<file path="src/rtl/trig_sched_pkg.sv">
// Shared types and default sizes for the beam trigger scheduler.
package trig_sched_pkg;

    typedef enum logic [1:0] {
        IDLE    = 2'd0,
        PENDING = 2'd1,
        HOLDOFF = 2'd2
    } state_t;

    localparam int DEF_NBEAMS       = 2;
    localparam int DEF_TIME_BITS    = 32;
    localparam int DEF_HOLDOFF_BITS = 16;
    localparam int DEF_DROP_BITS    = 16;

endpackage

</file>
<file path="src/rtl/trig_sat_counter.sv">
// Saturating up-counter. A clear has priority over a coincident increment.
module trig_sat_counter #(
    parameter int WIDTH = 16
) (
    input  logic             clk,
    input  logic             rst_n,
    input  logic             inc,
    input  logic             clr,
    output logic [WIDTH-1:0] count
);

    logic [WIDTH-1:0] count_reg;

    always_ff @(posedge clk or negedge rst_n) begin
        if (!rst_n) begin
            count_reg <= '0;
        end else if (clr) begin
            count_reg <= '0;
        end else if (inc && (count_reg != {WIDTH{1'b1}})) begin
            count_reg <= count_reg + 1'b1;
        end
    end

    assign count = count_reg;

endmodule

</file>
<file path="src/rtl/trig_beam_scheduler.sv">
// Masks per-beam triggers, merges coincident beams into one timestamped message,
// applies a programmable holdoff and counts triggers lost while busy.
module trig_beam_scheduler
    import trig_sched_pkg::*;
#(
    parameter int NBEAMS       = DEF_NBEAMS,
    parameter int TIME_BITS    = DEF_TIME_BITS,
    parameter int HOLDOFF_BITS = DEF_HOLDOFF_BITS,
    parameter int DROP_BITS    = DEF_DROP_BITS
) (
    input  logic                    ifclk,
    input  logic                    ifclk_rstn,
    input  logic [NBEAMS-1:0]       trig_i,
    input  logic [NBEAMS-1:0]       beam_en_i,
    input  logic                    enable_i,
    input  logic [HOLDOFF_BITS-1:0] holdoff_i,
    input  logic                    drop_clr_i,
    output logic                    trig_valid_o,
    input  logic                    trig_ready_i,
    output logic [NBEAMS-1:0]       trig_beams_o,
    output logic [TIME_BITS-1:0]    trig_time_o,
    output logic                    busy_o,
    output logic [DROP_BITS-1:0]    drop_count_o
);

    logic [NBEAMS-1:0]       masked;
    logic                    fire;
    logic                    drop_inc;

    state_t                  state_reg;
    logic                    valid_reg;
    logic                    busy_reg;
    logic [NBEAMS-1:0]       beams_reg;
    logic [TIME_BITS-1:0]    time_reg;
    logic [TIME_BITS-1:0]    ts_reg;
    logic [HOLDOFF_BITS-1:0] cnt_reg;

    for (genvar gi = 0; gi < NBEAMS; gi++) begin : g_mask
        assign masked[gi] = trig_i[gi] & beam_en_i[gi];
    end

    assign fire     = (|masked) & enable_i;
    // Any qualified trigger seen while a message is outstanding or in deadtime is lost,
    // including the cycle on which the pending message is handed off.
    assign drop_inc = fire & (state_reg != IDLE);

    always_ff @(posedge ifclk or negedge ifclk_rstn) begin
        if (!ifclk_rstn) begin
            state_reg <= IDLE;
            valid_reg <= 1'b0;
            busy_reg  <= 1'b0;
            beams_reg <= '0;
            time_reg  <= '0;
            ts_reg    <= '0;
            cnt_reg   <= '0;
        end else begin
            ts_reg <= ts_reg + 1'b1;
            case (state_reg)
                IDLE: begin
                    if (fire) begin
                        beams_reg <= masked;
                        time_reg  <= ts_reg;
                        valid_reg <= 1'b1;
                        busy_reg  <= 1'b1;
                        state_reg <= PENDING;
                    end
                end
                PENDING: begin
                    // valid is held regardless of enable_i until the handshake completes
                    if (trig_ready_i) begin
                        valid_reg <= 1'b0;
                        if (holdoff_i == '0) begin
                            busy_reg  <= 1'b0;
                            state_reg <= IDLE;
                        end else begin
                            cnt_reg   <= holdoff_i;
                            state_reg <= HOLDOFF;
                        end
                    end
                end
                HOLDOFF: begin
                    cnt_reg <= cnt_reg - 1'b1;
                    if (cnt_reg == HOLDOFF_BITS'(1)) begin
                        busy_reg  <= 1'b0;
                        state_reg <= IDLE;
                    end
                end
                default: begin
                    valid_reg <= 1'b0;
                    busy_reg  <= 1'b0;
                    state_reg <= IDLE;
                end
            endcase
        end
    end

    trig_sat_counter #(
        .WIDTH (DROP_BITS)
    ) u_drop_cnt (
        .clk   (ifclk),
        .rst_n (ifclk_rstn),
        .inc   (drop_inc),
        .clr   (drop_clr_i),
        .count (drop_count_o)
    );

    assign trig_valid_o = valid_reg;
    assign trig_beams_o = beams_reg;
    assign trig_time_o  = time_reg;
    assign busy_o       = busy_reg;

endmodule

</file>
<file path="config.mk">
export PLATFORM = sky130hd
export DESIGN_NAME = trig_beam_scheduler
export DESIGN_NICKNAME = d
export VERILOG_FILES = /design/src/rtl/trig_sched_pkg.sv /design/src/rtl/trig_sat_counter.sv /design/src/rtl/trig_beam_scheduler.sv
export SDC_FILE = /design/constraint.sdc
export NUM_CORES = 1
export LEC_CHECK = 0
export ABC_AREA = 0
export CAP_MARGIN = 40
export CORE_UTILIZATION = 49
export DETAILED_ROUTE_END_ITERATION = 8
export HOLD_SLACK_MARGIN = 0.08
export PLACE_DENSITY = 0.74
export SETUP_SLACK_MARGIN = 0.3
export SKIP_CTS_REPAIR_TIMING = 1
export SLEW_MARGIN = 20
export SYNTH_ARGS = -nofsm -noshare
export SYNTH_HDL_FRONTEND = slang
export SYNTH_SLANG_ARGS = --single-unit
</file>
<file path="constraint.sdc">
create_clock -name ifclk -period 1.7 [get_ports ifclk]
set_input_delay 0.34 -clock ifclk [delete_from_list [all_inputs] [get_ports ifclk]]
set_output_delay 0.34 -clock ifclk [all_outputs]
set_load 0.03 [all_outputs]
</file>
==> results of run 1 <==
## power by group
group / internal (uW) / switching (uW)
clock: 574 / 875
sequential: 2710 / 228
combinational: 1180 / 1200
## layout make-up
class / instances / area (um^2) / share of cell area
Timing Repair Buffer: 199 / 1860 / 0.236
Inverter: 14 / 55.1 / 0.00698
Sequential cell: 102 / 2570 / 0.326
Clock buffer: 11 / 141 / 0.0179
Multi-Input combinational cell: 311 / 3060 / 0.388
Tap cell: 133 / 166 / 0.0211
Clock inverter: 4 / 32.5 / 0.00412
## worst reg2reg max path, cell delays in order (launching register included)
cell	delay, ns
dfrtp_1	0.41
or4_4	0.56
or4_4	0.55
buf_6	0.14
o211ai_1	0.07
## per-layer routing
layer / track usage / up-vias / share of wire / wire (um)
met5: 0 / - / 0 / 0
met1: 0.328 / 2265 / 0.43 / 6270
met4: 0.100 / 0 / 0.024 / 354
li1: - / 2041 / - / -
met2: 0.396 / 129 / 0.51 / 7500
met3: 0.0324 / 32 / 0.035 / 508
## kinds of logic (layout without fill, tap and decap cells)
logic type,Yosys count,after routing
simple gates,175,176
flops,102,102
compound gates,61,61
mux,40,40
buf+inv,33,228
xor+xnor,30,30
fa+ha+maj,4,4
## final timing paths
check,from,endpoint,cells past startpoint
max,cnt_reg[7],cnt_reg[9],4
min reg2reg,trig_beams_o[0],trig_beams_o[0],1
min in group asynchronous,ifclk_rstn,u_drop_cnt.count[2],2
max in group asynchronous,ifclk_rstn,ts_reg[20],3
min,holdoff_i[0],cnt_reg[0],2
max reg2reg,cnt_reg[7],cnt_reg[9],4
## through the flow
step                hold WS [ns]  cell area (um^2)  total power (uW)
finish                     0.321              7890              6760
CTS                       -0.135              6970              6270
global route               0.320              7890              7050
global placement           0.268              6800              4800
floorplan                 0.0444              5350              3950
detailed placement         0.269              6800              4860
## synth_stat cells (all sizes together) (2+ instances only)
master	n	area share
ha	4	0.010
a31o	2	0.0036
and3	11	0.014
a31oi	2	0.0026
a211o	2	0.0036
or3	3	0.0038
xor2	6	0.011
nor4b	4	0.0085
or2	3	0.0038
nor2b	8	0.010
nand4b	5	0.0090
clkbuf	11	0.0085
nand2	23	0.018
a21o	2	0.0031
dfrtp	102	0.52
a21oi	13	0.013
or3b	2	0.0036
xnor2	24	0.043
o32ai	2	0.0036
o31a	2	0.0036
nor3	10	0.010
nor3b	2	0.0031
nand4	21	0.027
o31ai	7	0.011
o21ai	11	0.011
and4	5	0.0090
buf	8	0.0082
or4	11	0.018
nor2	27	0.021
and2	2	0.0026
o41ai	2	0.0036
mux2	39	0.090
o211ai	2	0.0031
nand3	18	0.018
nor4	18	0.024
a22oi	2	0.0031
inv	14	0.011
a211oi	4	0.0062
a32oi	4	0.0072
==> qor.yml, run 1 <==
seq_area_frac_synth: 0.523
post-route-min-period_ns: 1.81
grt_start_max_net_pins: 58
pwr_density_cell_mw_per_mm2: 857
routed_wl_um: 14600
place_inst: 715
fillCellCount: 564
cts-buffers-inserted: 9
fin_skew_ns: 0.00982
synthCells: 445
crit_buf_inv: 1
routedWlPerCell_um: 18.9
setup_viol: 8
n_antenna_cell: 0
clk_latency_ns: 0.38
cts_root_buf: "clkbuf_8"
postSynthAreaPerCell_um2: 11.0
rsz0062_at_grt: "yes"
power_leakage_uw: 0.00386
path_cells: "or4_4 -> or4_4 -> buf_6 -> o211ai_1"
drc: 0
clk_pin_slew_ns: 0.10
synthAdderAreaFrac: 0.0103
track_usage: 0.243
fp.dieW_um: 102
layout_setup_ws_ns: -0.105
synth_seq_cells: 102
path_delay_family: "simple AND/OR/NAND/NOR gates"
grt_overflow: 0
clockBufferDepth: 2
synth_top_family_by_area: "simple AND/OR/NAND/NOR gates"
synth-compound-area-share: 0.0859
synth-simple-area-share: 0.207
hold_violations: 0
drt-pass1-iter-count: 4
rows: 36
fin_cells: 774
port_buffers: 76
drv_slew: 0
crit_arrival_ns: 2.10
cts.sinks: 102
crit_path_start_kind: "register"
grt_pass1_wl_um: 19400
violations: "negative setup slack"
slew_headroom: 0.751
finalCritPeriodShare: 1.06
tns_ns: -0.422
die-area_mm2: 0.0104
synth-edff-count: 0
status: "complete, but fails checks"
dieHeight_um: 102
nets: 666
drt_iter0_markers: 122
critPathRequiredTime_ns: 1.99
crit_path_max_incr_delay_ns: 0.56
place_congestion: 0.903
ys.flop_type: "dfrtp_1"
antenna_found_initial: 0
syn_nets: 474
synth_area_mm2: 0.00488
flow.area_growth_from_synthesis_pct: 61.7
holdCritPathClass: "input port to register"
final_common_cell: "buf_4"
pre_cts_slack_ns: -0.483
initial_core_util: 0.502
ios: 77
yosysUniqueCellTypes: 52
fin_util: 0.811
grt_pass1_vias: 4146
crit_top_cell: "or4_4"
r2r_slack_ns: -0.11
tightestPinTransition_ns: 0.369
async_reset_ff_frac: 1.00
yosys_warnings: 0
cts_tree: "yes"
htree_levels: 3
postRouteAntennaNets: 0
final_cell_mix: "buf_4, dfrtp_1, mux2_4"
core_area_mm2: 0.00973
post_route_cells_drive_above_1_share: 0.512
hpwl_um: 8760
cp-end-kind: "register"
maxCapViolCount: 0
synth_mux_area_frac: 0.0921
cpMaxStageDelayCell: "or4_4"
critical_path_class: "register to register"
ir_drop_mv: 0.529
routed_via_density: 5.77
worst-path-max-fanout: 5
synth-xor-area-share: 0.0538
fmax_mhz: 554
route.vias.total: 4467
No activity file was read; power rests on OpenSTA's default activity.
==> run 2, diff against run 1 <==
Settings changed: CORE_MARGIN set to 2, GPL_TIMING_DRIVEN set to 0, SYNTH_HIERARCHICAL set to 1.
==> qor.yml, run 2 <==
syn_nets: 466  # -1.7%
drt-pass1-iter-count: 5  # +1
grt_start_max_net_pins: 54  # -6.9%
fin_cells: 737  # -4.8%
cts_tree: "yes"
dieHeight_um: 104  # +1.8%
post_route_cells_drive_above_1_share: 0.515  # +0.00320
cts-buffers-inserted: 9  # unchanged
clockBufferDepth: 2  # unchanged
violations: "negative setup slack"
fillCellCount: 605  # +7.3%
htree_levels: 3  # unchanged
grt_overflow: 0  # unchanged
maxCapViolCount: 0  # unchanged
final_common_cell: "dfrtp_1"
grt_pass1_vias: 3644  # -12%
tns_ns: -1.02  # -0.602 ns
r2r_cells: 4  # unchanged
holdWs_ns: 0.263  # -0.0574 ns
internal_power_uw: 4450  # -0.25%
routedWlPerCell_um: 18.7  # -1.3%
clk_pin_slew_ns: 0.10  # about the same
cpMaxStageDelayCell: "dfrtp_1"
r2r_slack_ns: -0.15  # -0.05 ns
die-area_mm2: 0.0107  # +3.6%
path_delay_family: "simple AND/OR/NAND/NOR gates"
holdCritPathClass: "input port to register"
seq_area_frac_synth: 0.525  # +0.00175
crit_path_start_kind: "register"
place_inst: 647  # -9.5%
post-route-min-period_ns: 1.85  # +0.0472 ns
synthCells: 437  # -1.8%
synth_top_area_frac: 0.525  # +0.00175
initial_core_util: 0.502  # +0.000653
yosys_warnings: 6  # +6
grt_pass1_wl_um: 18100  # -6.8%
ys_top_cells_by_area: "dfrtp_1, mux2_2, xnor2_1, nand4_1, nand2_1"
yosysUniqueCellTypes: 58  # +12%
critPathRequiredTime_ns: 1.95  # -0.04 ns
pwr-share-clk: 0.209  # -0.005
slew_headroom: 0.654  # -0.0970
antenna_found_initial: 0  # unchanged
ir_drop_mv: 0.742  # +40%
postSynthAreaPerCell_um2: 11.1  # +1.5%
hold_violations: 0  # unchanged
path_cells: "nor4_4 -> nand4_1 -> o211a_1 -> or4_1"
pwr_density_cell_mw_per_mm2: 926  # +8.1%
n_antenna_cell: 0  # unchanged
worst-path-max-fanout: 4  # -1
clk_latency_ns: 0.38  # about the same
fin_skew_ns: 0.0103  # +0.000489 ns
route.vias.total: 4307  # -3.6%
crit_path_max_incr_delay_ns: 0.44  # -0.12 ns
netSwitchingPower_uw: 2490  # +8.5%
crit_arrival_ns: 2.10  # about the same
final_cell_mix: "dfrtp_1, buf_4, clkbuf_2"
cp.depth: 4  # unchanged
drc: 0  # unchanged
status: "complete, but fails checks"
cp-end-kind: "register"
hold_depth: 3  # +1
ios: 77  # unchanged
cts_root_buf: "clkbuf_8"
power.share.sequential: 0.446  # +0.012
layout_setup_ws_ns: -0.152  # -0.0472 ns
fmax_mhz: 540  # -2.6%
finalCritPeriodShare: 1.09  # +0.0278
final-seq-area_mm2: 0.00259  # +0.53%
tightestPinTransition_ns: 0.519  # +0.150 ns
port_buffers: 76  # unchanged
flow.area_growth_from_synthesis_pct: 54.2
drv_slew: 0  # unchanged
synth_common_cells: "dfrtp_1, mux2_2, nand2_1"
p_total_uw: 6940  # +2.7%
p_sw_frac: 0.359  # +0.0191
core_area_mm2: 0.00968  # -0.46%
synth-edff-count: 0  # unchanged
synth_seq_cells: 102  # unchanged
yosys.area.top_type: "dfrtp_1"
routed_wl_um: 13800  # -6.0%
post_dp_cell_area_mm2: 0.00610  # -10%
critical_path_class: "register to register"
setup_viol: 18  # +10
power_leakage_uw: 0.00379  # -1.9%
rows: 36  # unchanged
async_reset_ff_frac: 1.00  # unchanged
postRouteAntennaNets: 0  # unchanged
ys.flop_type: "dfrtp_1"
pwr-share-comb: 0.345  # -0.006
track_usage: 0.205  # -0.0372
cts.sinks: 102  # unchanged
multi_input_area_mm2: 0.00295  # -3.7%
place_congestion: 0.836  # -7.4%
fin_area_mm2: 0.00750  # -4.9%
fp.dieW_um: 104  # +1.8%
synth_area_mm2: 0.00486  # -0.33%
hpwl_um: 7600  # -13%
crit_buf_inv: 0  # -1
nets: 628  # -5.7%
routed_via_density: 5.84  # +1.3%
drt_iter0_markers: 221  # +81%
yosysMostFrequentCell: "dfrtp_1"
rsz0062_at_grt: "yes"
-- run 2: cell count changes after synthesis, sizes merged, moves of 4 or more --
cell   before  now
mux2       39   35
nor2       27   22
and4        5    9
nand2      23   27
xnor2      24   20
xor2        6   10
-- run 2: area by class of cell --
class	count	area share
Multi-Input combinational cell	305	0.393
Sequential cell	102	0.345
Timing Repair Buffer	150	0.184
Buffer	16	0.0252
Tap cell	133	0.0222
Clock buffer	10	0.0170
Inverter	15	0.00751
Clock inverter	6	0.00601
-- run 2: logic make-up (layout without fill, tap and decap cells) --
group	after synthesis	in the layout	synth area share
AND/OR/NAND/NOR	171	172	0.211
AO/OA/AOI/OAI	64	64	0.0921
adder cells (fa/ha/maj)	4	4	0.0103
XOR/XNOR	30	30	0.0540
multiplexers	35	35	0.0810
buffers and inverters	31	197	0.0268
flip-flops	102	102	0.525
-- run 2: path summary, 6_finish.rpt --
kind	start	endpoint
worst max-delay path	cnt_reg[7]	cnt_reg[15]
worst min-delay path	beam_en_i[0]	trig_beams_o[0]
worst max register to register	cnt_reg[7]	cnt_reg[15]
worst min register to register	ts_reg[31]	ts_reg[31]
max in group asynchronous	ifclk_rstn	ts_reg[3]
min in group asynchronous	ifclk_rstn	u_drop_cnt/count[5]
-- run 2: power groups by stage --
stage | sequential (uW) | combinational, uW | clock [uW]
floorplan | 3240 | 949 | 0
global placement | 3080 | 1680 | 0
detailed placement | 3090 | 1730 | 0
CTS | 3040 | 1730 | 1450
global route | 3140 | 2560 | 1550
finish | 3100 | 2400 | 1450
-- run 2: routing by layer --
metal | GRT usage | share of wire
met5 | 0 | 0
met4 | 0.0830 | 0.023
met3 | 0.0277 | 0.045
met2 | 0.311 | 0.49
met1 | 0.301 | 0.45
-- run 2: worst min-delay path: stages --
cell	delay [ns]
dlymetal6s2s_1	0.14
nand2_1	0.07
o21ai_1	0.06
-- run 2: per-stage QoR --
| stage | utilization | setup WS [ns] |
|---|---|---|
| global route | 0.774 | -0.236 |
| detailed placement | 0.630 | -0.708 |
| CTS | 0.647 | -0.314 |
| global placement | 0.627 | -3.93 |
| floorplan | - | -0.00380 |
| finish | 0.774 | -0.152 |
==> run 3, diff against run 2 <==
Settings changed: ABC_AREA 0 to 1, CORE_UTILIZATION 49 to 50.
==> qor.yml, run 3 <==
cts-buffers-inserted: 9  # unchanged
holdCritPathClass: "input port to register"
track_usage: 0.237  # +0.0320
place_inst: 881  # +36%
post_dp_cell_area_mm2: 0.00634  # +3.9%
drt-pass1-iter-count: 5  # unchanged
top_layer_used: "met4"
synth_area_mm2: 0.00535  # +10%
synth_common_cells: "nand2_1, dfrtp_1, inv_1"
seq_area_frac_synth: 0.477  # -0.0480
p_total_uw: 7530  # +8.4%
pwr_density_cell_mw_per_mm2: 980  # +5.9%
ios: 77  # unchanged
yosysMostFrequentCell: "nand2_1"
async_reset_ff_frac: 1.00  # unchanged
fin_skew_ns: 0.0107  # +0.000372 ns
worst-path-max-fanout: 5  # +1
final_cell_mix: "nand2_1, dfrtp_1, nand3_1"
antenna_found_initial: 0  # unchanged
syn_nets: 697  # +50%
crit_path_max_incr_delay_ns: 0.43  # about the same
path_cells: "ha_4 -> nand2_4 -> nor2_4 -> nand2_4 -> o21ai_4 -> nand2_4 -> inv_8 -> clkbuf_16 -> nand2_2 -> nand2_1"
post_route_cells_drive_above_1_share: 0.398  # -0.117
routed-wl-met3_um: 1070  # +74%
rsz0062_at_grt: "yes"
route.met2.wl_um: 8290  # +24%
die-area_mm2: 0.0115  # +7.5%
initial_core_util: 0.516  # +0.0140
nets: 850  # +35%
postSynthAreaPerCell_um2: 8.01  # -28%
pre_cts_slack_ns: -0.429  # +0.279 ns
routed_via_density: 5.44  # -6.8%
drv_slew: 0  # unchanged
cts_root_buf: "clkbuf_8"
layout_setup_ws_ns: 0.112  # +0.265 ns
port_buffers: 76  # unchanged
ir_drop_mv: 0.596  # -20%
place_congestion: 0.911  # +8.9%
htree_levels: 3  # unchanged
routedWlPerCell_um: 16.5  # -12%
final_common_cell: "nand2_1"
setup_viol: 0  # -18
grt_pass1_wl_um: 21700  # +20%
fin_area_mm2: 0.00768  # +2.5%
synth_top_area_frac: 0.477  # -0.0480
flow.area_growth_from_synthesis_pct: 43.5
yosysUniqueCellTypes: 42  # -28%
met1_length_um: 6170  # +0.44%
synthCells: 668  # +53%
drt_iter0_markers: 345  # +56%
fmax_mhz: 630  # +17%
grt_pass1_vias: 4715  # +29%
ys.flop_type: "dfrtp_1"
synth-edff-count: 0  # unchanged
n_antenna_cell: 0  # unchanged
power_leakage_uw: 0.00380  # +0.42%
core_area_mm2: 0.0104  # +7.1%
crit_path_start_kind: "register"
postRouteAntennaNets: 0  # unchanged
finalCritPeriodShare: 0.934  # -0.156
cts_tree: "yes"
grt_overflow: 0  # unchanged
synth_seq_cells: 102  # unchanged
hold_violations: 0  # unchanged
route.vias.total: 5237  # +22%
status: "finished clean"
rows: 37  # +2.8%
grt_start_max_net_pins: 53  # -1.9%
clk_pin_slew_ns: 0.10  # about the same
cp-end-kind: "register"
dieHeight_um: 107  # +3.7%
critPathRequiredTime_ns: 2.01  # +0.06 ns
maxCapViolCount: 0  # unchanged
yosys_warnings: 6  # unchanged
crit_top_cell: "nand2_4"
fp.dieW_um: 107  # +3.7%
routed_wl_um: 15800  # +15%
hpwl_um: 9750  # +28%
cpMaxStageDelayCell: "dfrtp_2"
yosys.area.top_type: "dfrtp_1"
clockBufferDepth: 2  # unchanged
cts.sinks: 102  # unchanged
slew_headroom: 0.665  # +0.0106
tightestPinTransition_ns: 0.503  # -0.0159 ns
fin_cells: 962  # +31%
critical_path_class: "register to register"
post-route-min-period_ns: 1.59  # -0.265 ns
drc: 0  # unchanged
crit_arrival_ns: 1.90  # -0.20 ns
clk_latency_ns: 0.38  # about the same
ys_top_cells_by_area: "dfrtp_1, nand2_1, nand3_1, xor2_1, inv_1"
-- run 3: cell families (layout without fill, tap and decap cells) --
family | Yosys count | count (layout) | synth area share
simple gates | 393 | 395 | 0.332
flops | 102 | 102 | 0.477
buf+inv | 86 | 242 | 0.0736
compound gates | 51 | 51 | 0.0559
xor+xnor | 32 | 32 | 0.0524
fa+ha+maj | 4 | 4 | 0.00935
-- run 3: routing by layer --
metal / vias to the layer above / global-route usage
li1: 2451 / -
met1: 2527 / 0.303
met2: 230 / 0.407
met3: 29 / 0.0515
met4: 0 / 0.0678
met5: - / 0
-- run 3: area by class of cell --
class / instances / area [um^2]
clock inverter: 6 / 92.6
fill: 729 / 2690
tap: 136 / 170
timing repair buffer: 140 / 1200
buffer: 15 / 183
clock buffer: 10 / 128
multi-input combinational: 482 / 3060
inverter: 71 / 274
sequential: 102 / 2570
-- run 3: worst max-delay path, delay by kind of cell (launching register included) --
family,cells,cell delay [ns]
AOI/OAI and AO/OA,1,0.19
buffers and inverters,2,0.24
and+or+nand+nor,6,0.48
DFF,1,0.43
adders and majority gates,1,0.16
-- run 3: worst paths after layout --
path                                   endpoint                 from  depth (start not counted)  slack, ns
min reg2reg                        trig_valid_o         trig_valid_o                          2       0.48
max in group asynchronous  u_drop_cnt/count[13]           ifclk_rstn                          3       0.59
max reg2reg                 u_drop_cnt/count[2]  u_drop_cnt/count[1]                         10       0.11
min                                  cnt_reg[8]         holdoff_i[8]                          3       0.22
max                         u_drop_cnt/count[2]  u_drop_cnt/count[1]                         10       0.11
min in group asynchronous            cnt_reg[5]           ifclk_rstn                          2       0.47
-- run 3: per-stage QoR --
| step | setup TNS (ns) | hold slack (ns) | utilization |
|---|---|---|---|
| 3_5_place_dp | -16.66 | 0.315 | 0.611 |
| 6_report | 0 | 0.223 | 0.741 |
| 3_3_place_gp | -384.12 | 0.459 | 0.608 |
| 4_1_cts | -5.49 | -0.0946 | 0.632 |
| 2_1_floorplan | 0 | 0.0444 | - |
| 5_1_grt | 0 | 0.235 | 0.741 |
-- run 3: report_power, final --
group / switching [uW] / total, uW / internal [uW] / leakage, uW
combinational: 1650 / 2700 / 1050 / 0.00236
sequential: 352 / 3090 / 2740 / 0.00134
clock: 896 / 1740 / 841 / 0.000104
